===== config.mk =====
export PLATFORM = sky130hd
export DESIGN_NAME = hz_generator
export DESIGN_NICKNAME = d
export VERILOG_FILES = /design/src/rtl/hz_generator.sv
export SDC_FILE = /design/constraint.sdc
export NUM_CORES = 1
export LEC_CHECK = 0
export ABC_AREA = 1
export CAP_MARGIN = 20
export CORE_ASPECT_RATIO = 1.25
export CORE_UTILIZATION = 45
export CTS_BUF_LIST = sky130_fd_sc_hd__clkbuf_8
export CTS_CLUSTER_SIZE = 12
export DETAILED_ROUTE_END_ITERATION = 8
export GPL_ROUTABILITY_DRIVEN = 0
export GPL_TIMING_DRIVEN = 0
export PLACE_DENSITY = 0.66
export SYNTH_ARGS = -nofsm -noshare
export SYNTH_HDL_FRONTEND = slang
export SYNTH_SLANG_ARGS = --single-unit
export TNS_END_PERCENT = 30

===== constraint.sdc =====
create_clock -name clk_100kHz -period 2.5 [get_ports clk_100kHz]
set_input_delay 0.5 -clock clk_100kHz [delete_from_list [all_inputs] [get_ports clk_100kHz]]
set_output_delay 0.5 -clock clk_100kHz [all_outputs]
set_load 0.1 [all_outputs]

===== src/rtl/hz_generator.sv =====
// hz_generator: programmable square-wave generator.
// A requested frequency is turned into a half-period with a 17-step restoring
// divider (CLK_HZ / (2*freq_hz)), then a period counter toggles sig_out.
// Optional macro HZ_GEN_SYNC_UPDATE_EN: when defined, a new half-period is held
// and applied at the next sig_out toggle. When undefined, it is applied at commit
// and the waveform restarts low.
// CLK_HZ must fit in 17 bits.
module hz_generator #(
  parameter int CLK_HZ = 100000
) (
  input  logic        clk_100kHz,
  input  logic        rst_n,
  input  logic [13:0] freq_hz,
  input  logic        freq_load,
  output logic        busy,
  output logic [16:0] half_period,
  output logic        sig_out
);
  localparam logic [16:0] DIVIDEND = 17'(CLK_HZ);
  localparam logic [4:0]  LAST_IT  = 5'd17;

  typedef enum logic [1:0] {IDLE, DIV, COMMIT} state_t;

  state_t      state;
  logic [14:0] dsr;        // 2*freq_hz, latched at acceptance
  logic [14:0] rem;        // partial remainder, always < dsr
  logic [16:0] dvd;        // dividend bits shift out, quotient bits shift in
  logic [16:0] quot;       // clamped result awaiting commit
  logic [4:0]  iter;
  logic        stop_pend;  // freq_hz=0 accepted, applied on the following edge
  logic [16:0] cnt;

  logic [15:0] trial;
  logic        ge;
  logic        at_toggle;
  logic        apply_now;

  assign trial     = {rem, dvd[16]};
  assign ge        = (trial >= {1'b0, dsr});
  assign at_toggle = (half_period != 17'd0) && (cnt == half_period - 17'd1);

`ifdef HZ_GEN_SYNC_UPDATE_EN
  // Hold the new value until the waveform is at a half-cycle boundary,
  // or take it at once when the output is stopped.
  assign apply_now = (state == COMMIT) && ((half_period == 17'd0) || at_toggle);
`else
  assign apply_now = (state == COMMIT);
`endif

  // Control FSM, iterative divider and the half_period/busy registers.
  always_ff @(posedge clk_100kHz) begin
    if (!rst_n) begin
      state       <= IDLE;
      busy        <= 1'b0;
      half_period <= '0;
      stop_pend   <= 1'b0;
      dsr         <= '0;
      rem         <= '0;
      dvd         <= '0;
      quot        <= '0;
      iter        <= '0;
    end else begin
      stop_pend <= 1'b0;
      busy      <= (state == DIV) || ((state == COMMIT) && !apply_now);
      if (stop_pend) half_period <= '0;
      case (state)
        IDLE: begin
          if (freq_load) begin
            if (freq_hz == 14'd0) begin
              stop_pend <= 1'b1;
            end else begin
              dsr   <= {freq_hz, 1'b0};
              rem   <= '0;
              dvd   <= DIVIDEND;
              iter  <= '0;
              state <= DIV;
            end
          end
        end
        DIV: begin
          if (iter == LAST_IT) begin
            // A zero quotient only happens with a small CLK_HZ; never stop the output by accident.
            quot  <= (dvd == 17'd0) ? 17'd1 : dvd;
            state <= COMMIT;
          end else begin
            rem  <= ge ? 15'(trial - {1'b0, dsr}) : trial[14:0];
            dvd  <= {dvd[15:0], ge};
            iter <= iter + 5'd1;
          end
        end
        COMMIT: begin
          if (apply_now) begin
            half_period <= quot;
            state       <= IDLE;
          end
        end
        default: state <= IDLE;
      endcase
    end
  end

  // Period counter: toggle sig_out every half_period cycles, idle low when stopped.
  always_ff @(posedge clk_100kHz) begin
    if (!rst_n) begin
      cnt     <= '0;
      sig_out <= 1'b0;
    end else if (stop_pend || (half_period == 17'd0)) begin
      cnt     <= '0;
      sig_out <= 1'b0;
`ifndef HZ_GEN_SYNC_UPDATE_EN
    end else if (apply_now) begin
      cnt     <= '0;
      sig_out <= 1'b0;
`endif
    end else if (at_toggle) begin
      cnt     <= '0;
      sig_out <= ~sig_out;
    end else begin
      cnt <= cnt + 17'd1;
    end
  end

endmodule


==> metrics, run 1 <==
Critical Path, Cell by Cell=clkdlybuf4s50_1; largest net degree at the start of global routing=20; most frequent cell after synthesis=nand2_1; Max Cap Viol=0; NetSw=1700 uW; CTS H-tree lvls=3; Slowest-stage cell, CP=clkdlybuf4s50_1; CP max FO=3; cell count after synthesis=787; Reg power frac=0.416; worst slew pin tran=966 ps; Die Height=126 um; total wire length=13800 um; Post-synth top cells=nand2_1 (174), dfxtp_1 (107), nor2_1 (86); startpoint types=register; Hold WC Path Type=reg2reg; # hold bufs at CTS=0; routed via count=5202; PnR worst setup slack=96.8 ps; CTS Buf Count=9; vias in the first global route=4996; Clk network pwr share=0.244; die area=12800 um2; CTS max path bufs=2; share of cells above drive strength 1=0.0549; post-synthesis register bit count=107; placed cells=983; Netlist cell types=39; Static Leakage=0.00271 uW; DR WL/cell=13.8 um; GRT Total Usage=0.232; post-route insts no fill=999; Worst-path clk slew=100 ps; Cell Area, Synth=5540 um2; crit path capture type=primary output; clk_lat worst skew=390 ps; Crit path max-delay family=buffers and inverters; fin nets=870; 1st-iter DRT viols=223; met2 WL=6760 um; Tmin final=2400 ps; first-pass GRT wire length=23300 um; WP buf/inv=1; Final Setup Violations=0; Pre-antenna DRT Iters=4; vias per cell=5.21; Switching Share=0.372; met1 wire length=6010 um; pwr dens=724 nW/um2; met3 wire len=544 um; post-place instance area=6090 um2; # DRC=0; required time of the critical path=2000 ps; antenna viol nets, final=0; WP data arrival=1900 ps; average size of a mapped cell=7.04 um2; # diodes=0; Max stage delay on crit path=1150 ps; Final Slew Violations=0; Worst Path Class, Setup=reg2out; grt ovf=0; status=completed; clock root buffer=clkbuf_8; final instance area=6290 um2; synth top area cells=dfxtp_1 (39%), nand2_1 (12%), a21oi_1 (7.3%); combinational power share=0.340; crit share post-route=0.961; Clock Sinks=107; ys flop type=dfxtp_1; # IOs=36; Port Buffer Count=35; Synth top area share=0.387; pre-CTS setup slack=-87.4 ps; hpwl dp=10800 um; DR top layer=met4; unrepaired setup endpoints after global routing=no; Hold Fails Final Rpt=0; Peak supply drop=0.531 mV; Synth area leader=dfxtp_1; Max Freq=416 MHz; core region area=11800 um2; Worst Skew=16.3 ps; number of cell rows=44; Post CTS Setup Buffer Count=0; Synth Net Count=824; Area Growth Syn to Fin=13.6%; Syn. warnings=0; Int Power=2860 uW; CTS tree=done; Slew HR=0.354; antenna violations before repair=0; number of synthesized flops with an enable pin=0; Initial Util=0.470; asr flop ratio synth=0; sequential area share after synthesis=0.387; Die Width=101 um
-- power groups by stage --
stage	clock [uW]	sequential (uW)	combinational, uW
5_1_grt	1220	1910	1750
3_5_place_dp	0	1930	1530
2_1_floorplan	0	1920	1180
4_1_cts	1150	1890	1540
3_3_place_gp	0	1930	1510
6_report	1110	1900	1550
-- logic make-up (layout without fill, tap and decap cells) --
family | Yosys count | after routing | share of synthesized area
flops | 107 | 107 | 0.387
xor+xnor | 33 | 33 | 0.0522
compound gates | 146 | 146 | 0.141
buf+inv | 105 | 156 | 0.0761
fa+ha+maj | 20 | 20 | 0.0465
simple gates | 376 | 376 | 0.297
-- area by class of cell --
cell class | count | area (um2)
flip-flops and latches | 107 | 2140
clock inverters | 7 | 80.1
repair buffers | 35 | 347
multi-input cells | 575 | 2980
clock buffers | 9 | 124
plain buffers | 29 | 136
fillers | 1223 | 5490
well taps | 161 | 201
inverters | 76 | 285
-- metal layers --
metal,global-route usage,vias to the layer above
li1,-,2670
met1,0.277,2374
met2,0.401,127
met3,0.0327,31
met4,0.118,0
met5,0,-
-- state kept, by name, indices dropped and copies added (netlist names) --
signal	count
busy	1
cnt	17
dsr	14
dvd	17
half_period	17
iter	5
quot	17
rem	15
sig_out	1
state	2
stop_pend	1
-- timing repair --
item,4_1_cts,5_1_grt
gates resized for setup,11,5
setup endpoints to repair,11,6
pin swaps,0,1
-- final timing paths --
kind                              from             endpoint  slack, ps  cells past startpoint
setup / recovery  sig_out$_SDFFE_PP0P_              sig_out        100                      1
setup reg to reg   dsr[9]$_SDFFE_PN0P_  rem[2]$_SDFFE_PN0P_        230                     10
hold / removal     dsr[3]$_SDFFE_PN0P_  dsr[3]$_SDFFE_PN0P_        470                      2
hold reg to reg    dsr[3]$_SDFFE_PN0P_  dsr[3]$_SDFFE_PN0P_        470                      2
-- through the flow --
stage / hold WS [ps] / power [uW] / util / TNS (ps)
floorplan: 435 / 3100 / - / 0
global placement: 453 / 3440 / 0.517 / -48.6
detailed placement: 454 / 3460 / 0.517 / -670
CTS: 471 / 4580 / 0.533 / 0
global route: 490 / 4880 / 0.534 / 0
finish: 465 / 4560 / 0.534 / 0
-- layout by cell type (no fill, tap or decap), drive strengths merged, types with 6 or more instances in the layout --
master	netlist	layout
nand2	178	178
dfxtp	107	107
nor2	98	98
a21oi	81	81
inv	75	79
nand3	68	68
o21ai	38	38
clkbuf	23	32
clkdlybuf4s50	0	20
ha	19	19
xor2	18	18
xnor2	15	15
o22ai	13	13
dlygate4sd2	0	11
nand4	8	8
nor4	6	6
nor3	6	6
buf	6	6
Note: power is estimated with default switching activity, not from simulation.
==> run 2, diff against run 1 <==
RECOVER_POWER = 50   (was unset)
==> run 2 against run 1 <==
Net effect: global-route usage unchanged; cell area decreased by 0.60%; clock skew increased by 1.4 ps; critical endpoint unchanged; largest cell class unchanged; largest power group unchanged; highest routed layer unchanged.
==> metrics, run 2 (same netlist as run 1, synthesis figures left out) <==
Slew HR=0.231 (was 0.354); met2 usage=0.401 (unchanged); GRT Total Usage=0.232 (unchanged); Area Growth Syn to Fin=12.9% (was 13.6%); # DRC=0 (unchanged); met3 usage=0.0327 (unchanged); vias per cell=5.21 (about the same); # IOs=36 (unchanged); most common cell after layout, fill and taps aside=nand2_1 (unchanged); vias in the first global route=4996 (unchanged); most frequent cells in the layout=nand2_1 (174), dfxtp_1 (105), nor2_1 (86) (unchanged); crit share post-route=0.962 (was 0.961); Hold Fails Final Rpt=0 (unchanged); Final Slew Violations=0 (unchanged); CTS max path bufs=2 (unchanged); Die Height=126 um (unchanged); Slowest-stage cell, CP=clkdlybuf4s50_1 (unchanged); # diodes=0 (unchanged); Worst-path clk slew=100 ps (about the same); grt ovf=0 (unchanged); antenna viol nets, final=0 (unchanged); Peak supply drop=0.531 mV (about the same); final core occ=0.531 (was 0.534); footprint of the multi-input gates=2980 um2 (unchanged); post-place instance area=6090 um2 (unchanged); Max Freq=416 MHz (about the same); Clock Sinks=107 (unchanged); Static Leakage=0.00262 uW (was 0.00271 uW); CTS H-tree lvls=3 (unchanged); Max Cap Viol=0 (unchanged); Most Used Layer, Global Route=met2 (unchanged); pwr dens=729 nW/um2 (was 724 nW/um2); Reg area=2140 um2 (unchanged); clock root buffer=clkbuf_8 (unchanged); Die Width=101 um (unchanged); fin nets=870 (unchanged); Initial Util=0.470 (unchanged); Pre-antenna DRT Iters=5 (was 4); hpwl dp=10800 um (unchanged); Max stage delay on crit path=1150 ps (about the same); share of cells above drive strength 1=0.0525 (was 0.0549); total wire length=13800 um (about the same); Hold WC Path Type=reg2reg (unchanged); final instance area=6260 um2 (was 6290 um2); antenna violations before repair=0 (unchanged); worst slew pin tran=1160 ps (was 966 ps); clk_lat worst skew=390 ps (about the same); status=completed (unchanged); TNS Setup=0 ps (unchanged); CTS Buf Count=9 (unchanged); die area=12800 um2 (unchanged); met1 GRT Util=0.277 (unchanged); crit path capture type=primary output (unchanged); startpoint types=register (unchanged); largest net degree at the start of global routing=20 (unchanged); # hold bufs at CTS=0 (unchanged); required time of the critical path=2000 ps (about the same); WP data arrival=1910 ps (was 1900 ps); DR WL/cell=13.8 um (about the same); Worst Skew=17.7 ps (was 16.3 ps); routed via count=5206 (was 5202); Critical Path, Cell by Cell=clkdlybuf4s50_1 (unchanged); Fill cells=1231 (was 1223); Tmin final=2410 ps (was 2400 ps); core region area=11800 um2 (unchanged); unrepaired setup endpoints after global routing=no (unchanged); Crit path max-delay family=buffers and inverters (unchanged); first-pass GRT wire length=23300 um (unchanged); WP buf/inv=1 (unchanged); Final Setup Violations=0 (unchanged); CP max FO=3 (unchanged); Port Buffer Count=35 (unchanged); number of cell rows=44 (unchanged); Worst Path Class, Setup=reg2out (unchanged); 1st-iter DRT viols=224 (was 223); CTS tree=done (unchanged)
run 2: stage by stage:
| stage | setup slack [ps] | total power (uW) | hold slack [ps] | std cells |
|---|---|---|---|---|
| after CTS | 2.50 | 4580 | 471 | 999 |
| after global placement | -15.0 | 3440 | 453 | 983 |
| after floorplan | 140 | 3100 | 435 | 787 |
| after detailed placement | -87.4 | 3460 | 454 | 983 |
| final | 94.9 | 4560 | 465 | 999 |
| after global routing | 6.58 | 4880 | 490 | 999 |
run 2: layout make-up:
| cell class | count | share of cell area |
|---|---|---|
| plain buffers | 29 | 0.0214 |
| clock buffers | 9 | 0.0198 |
| clock inverters | 7 | 0.0128 |
| inverters | 76 | 0.0456 |
| multi-input cells | 575 | 0.476 |
| flip-flops and latches | 107 | 0.343 |
| well taps | 161 | 0.0322 |
| repair buffers | 35 | 0.0498 |
run 2: power by group:
part	internal, uW	switching, uW	leakage [uW]	total [uW]
clock network	479	636	0.000103	1110
logic	570	982	0.00165	1550
registers	1810	83.7	0.000870	1900
run 2: worst paths after layout:
| kind | start | endpoint | slack, ps | cells past startpoint |
|---|---|---|---|---|
| max | sig_out$_SDFFE_PP0P_ | sig_out | 90 | 1 |
| min | dsr[3]$_SDFFE_PN0P_ | dsr[3]$_SDFFE_PN0P_ | 470 | 2 |
| max reg2reg | dsr[9]$_SDFFE_PN0P_ | rem[2]$_SDFFE_PN0P_ | 230 | 10 |
| min reg2reg | dsr[3]$_SDFFE_PN0P_ | dsr[3]$_SDFFE_PN0P_ | 470 | 2 |
run 2: worst reg2reg max path, delay by kind of cell (launching register included):
kind	cells	cell delay, ps
flip-flops	1	320
buffers and inverters	2	320
AO/OA/AOI/OAI	6	960
AND/OR/NAND/NOR	1	240
adder cells (fa/ha/maj)	1	370
run 2: repair_timing:
action,in CTS,in global routing
buffers inserted,0,0
endpoints found under the setup margin,11,6
resized for setup,11,5
pin swaps,0,1
run 2: layer usage:
layer / part of all wire / vias to the layer above
li1: - / 2672
met1: 0.44 / 2377
met2: 0.49 / 128
met3: 0.039 / 29
met4: 0.035 / 0
met5: 0 / -
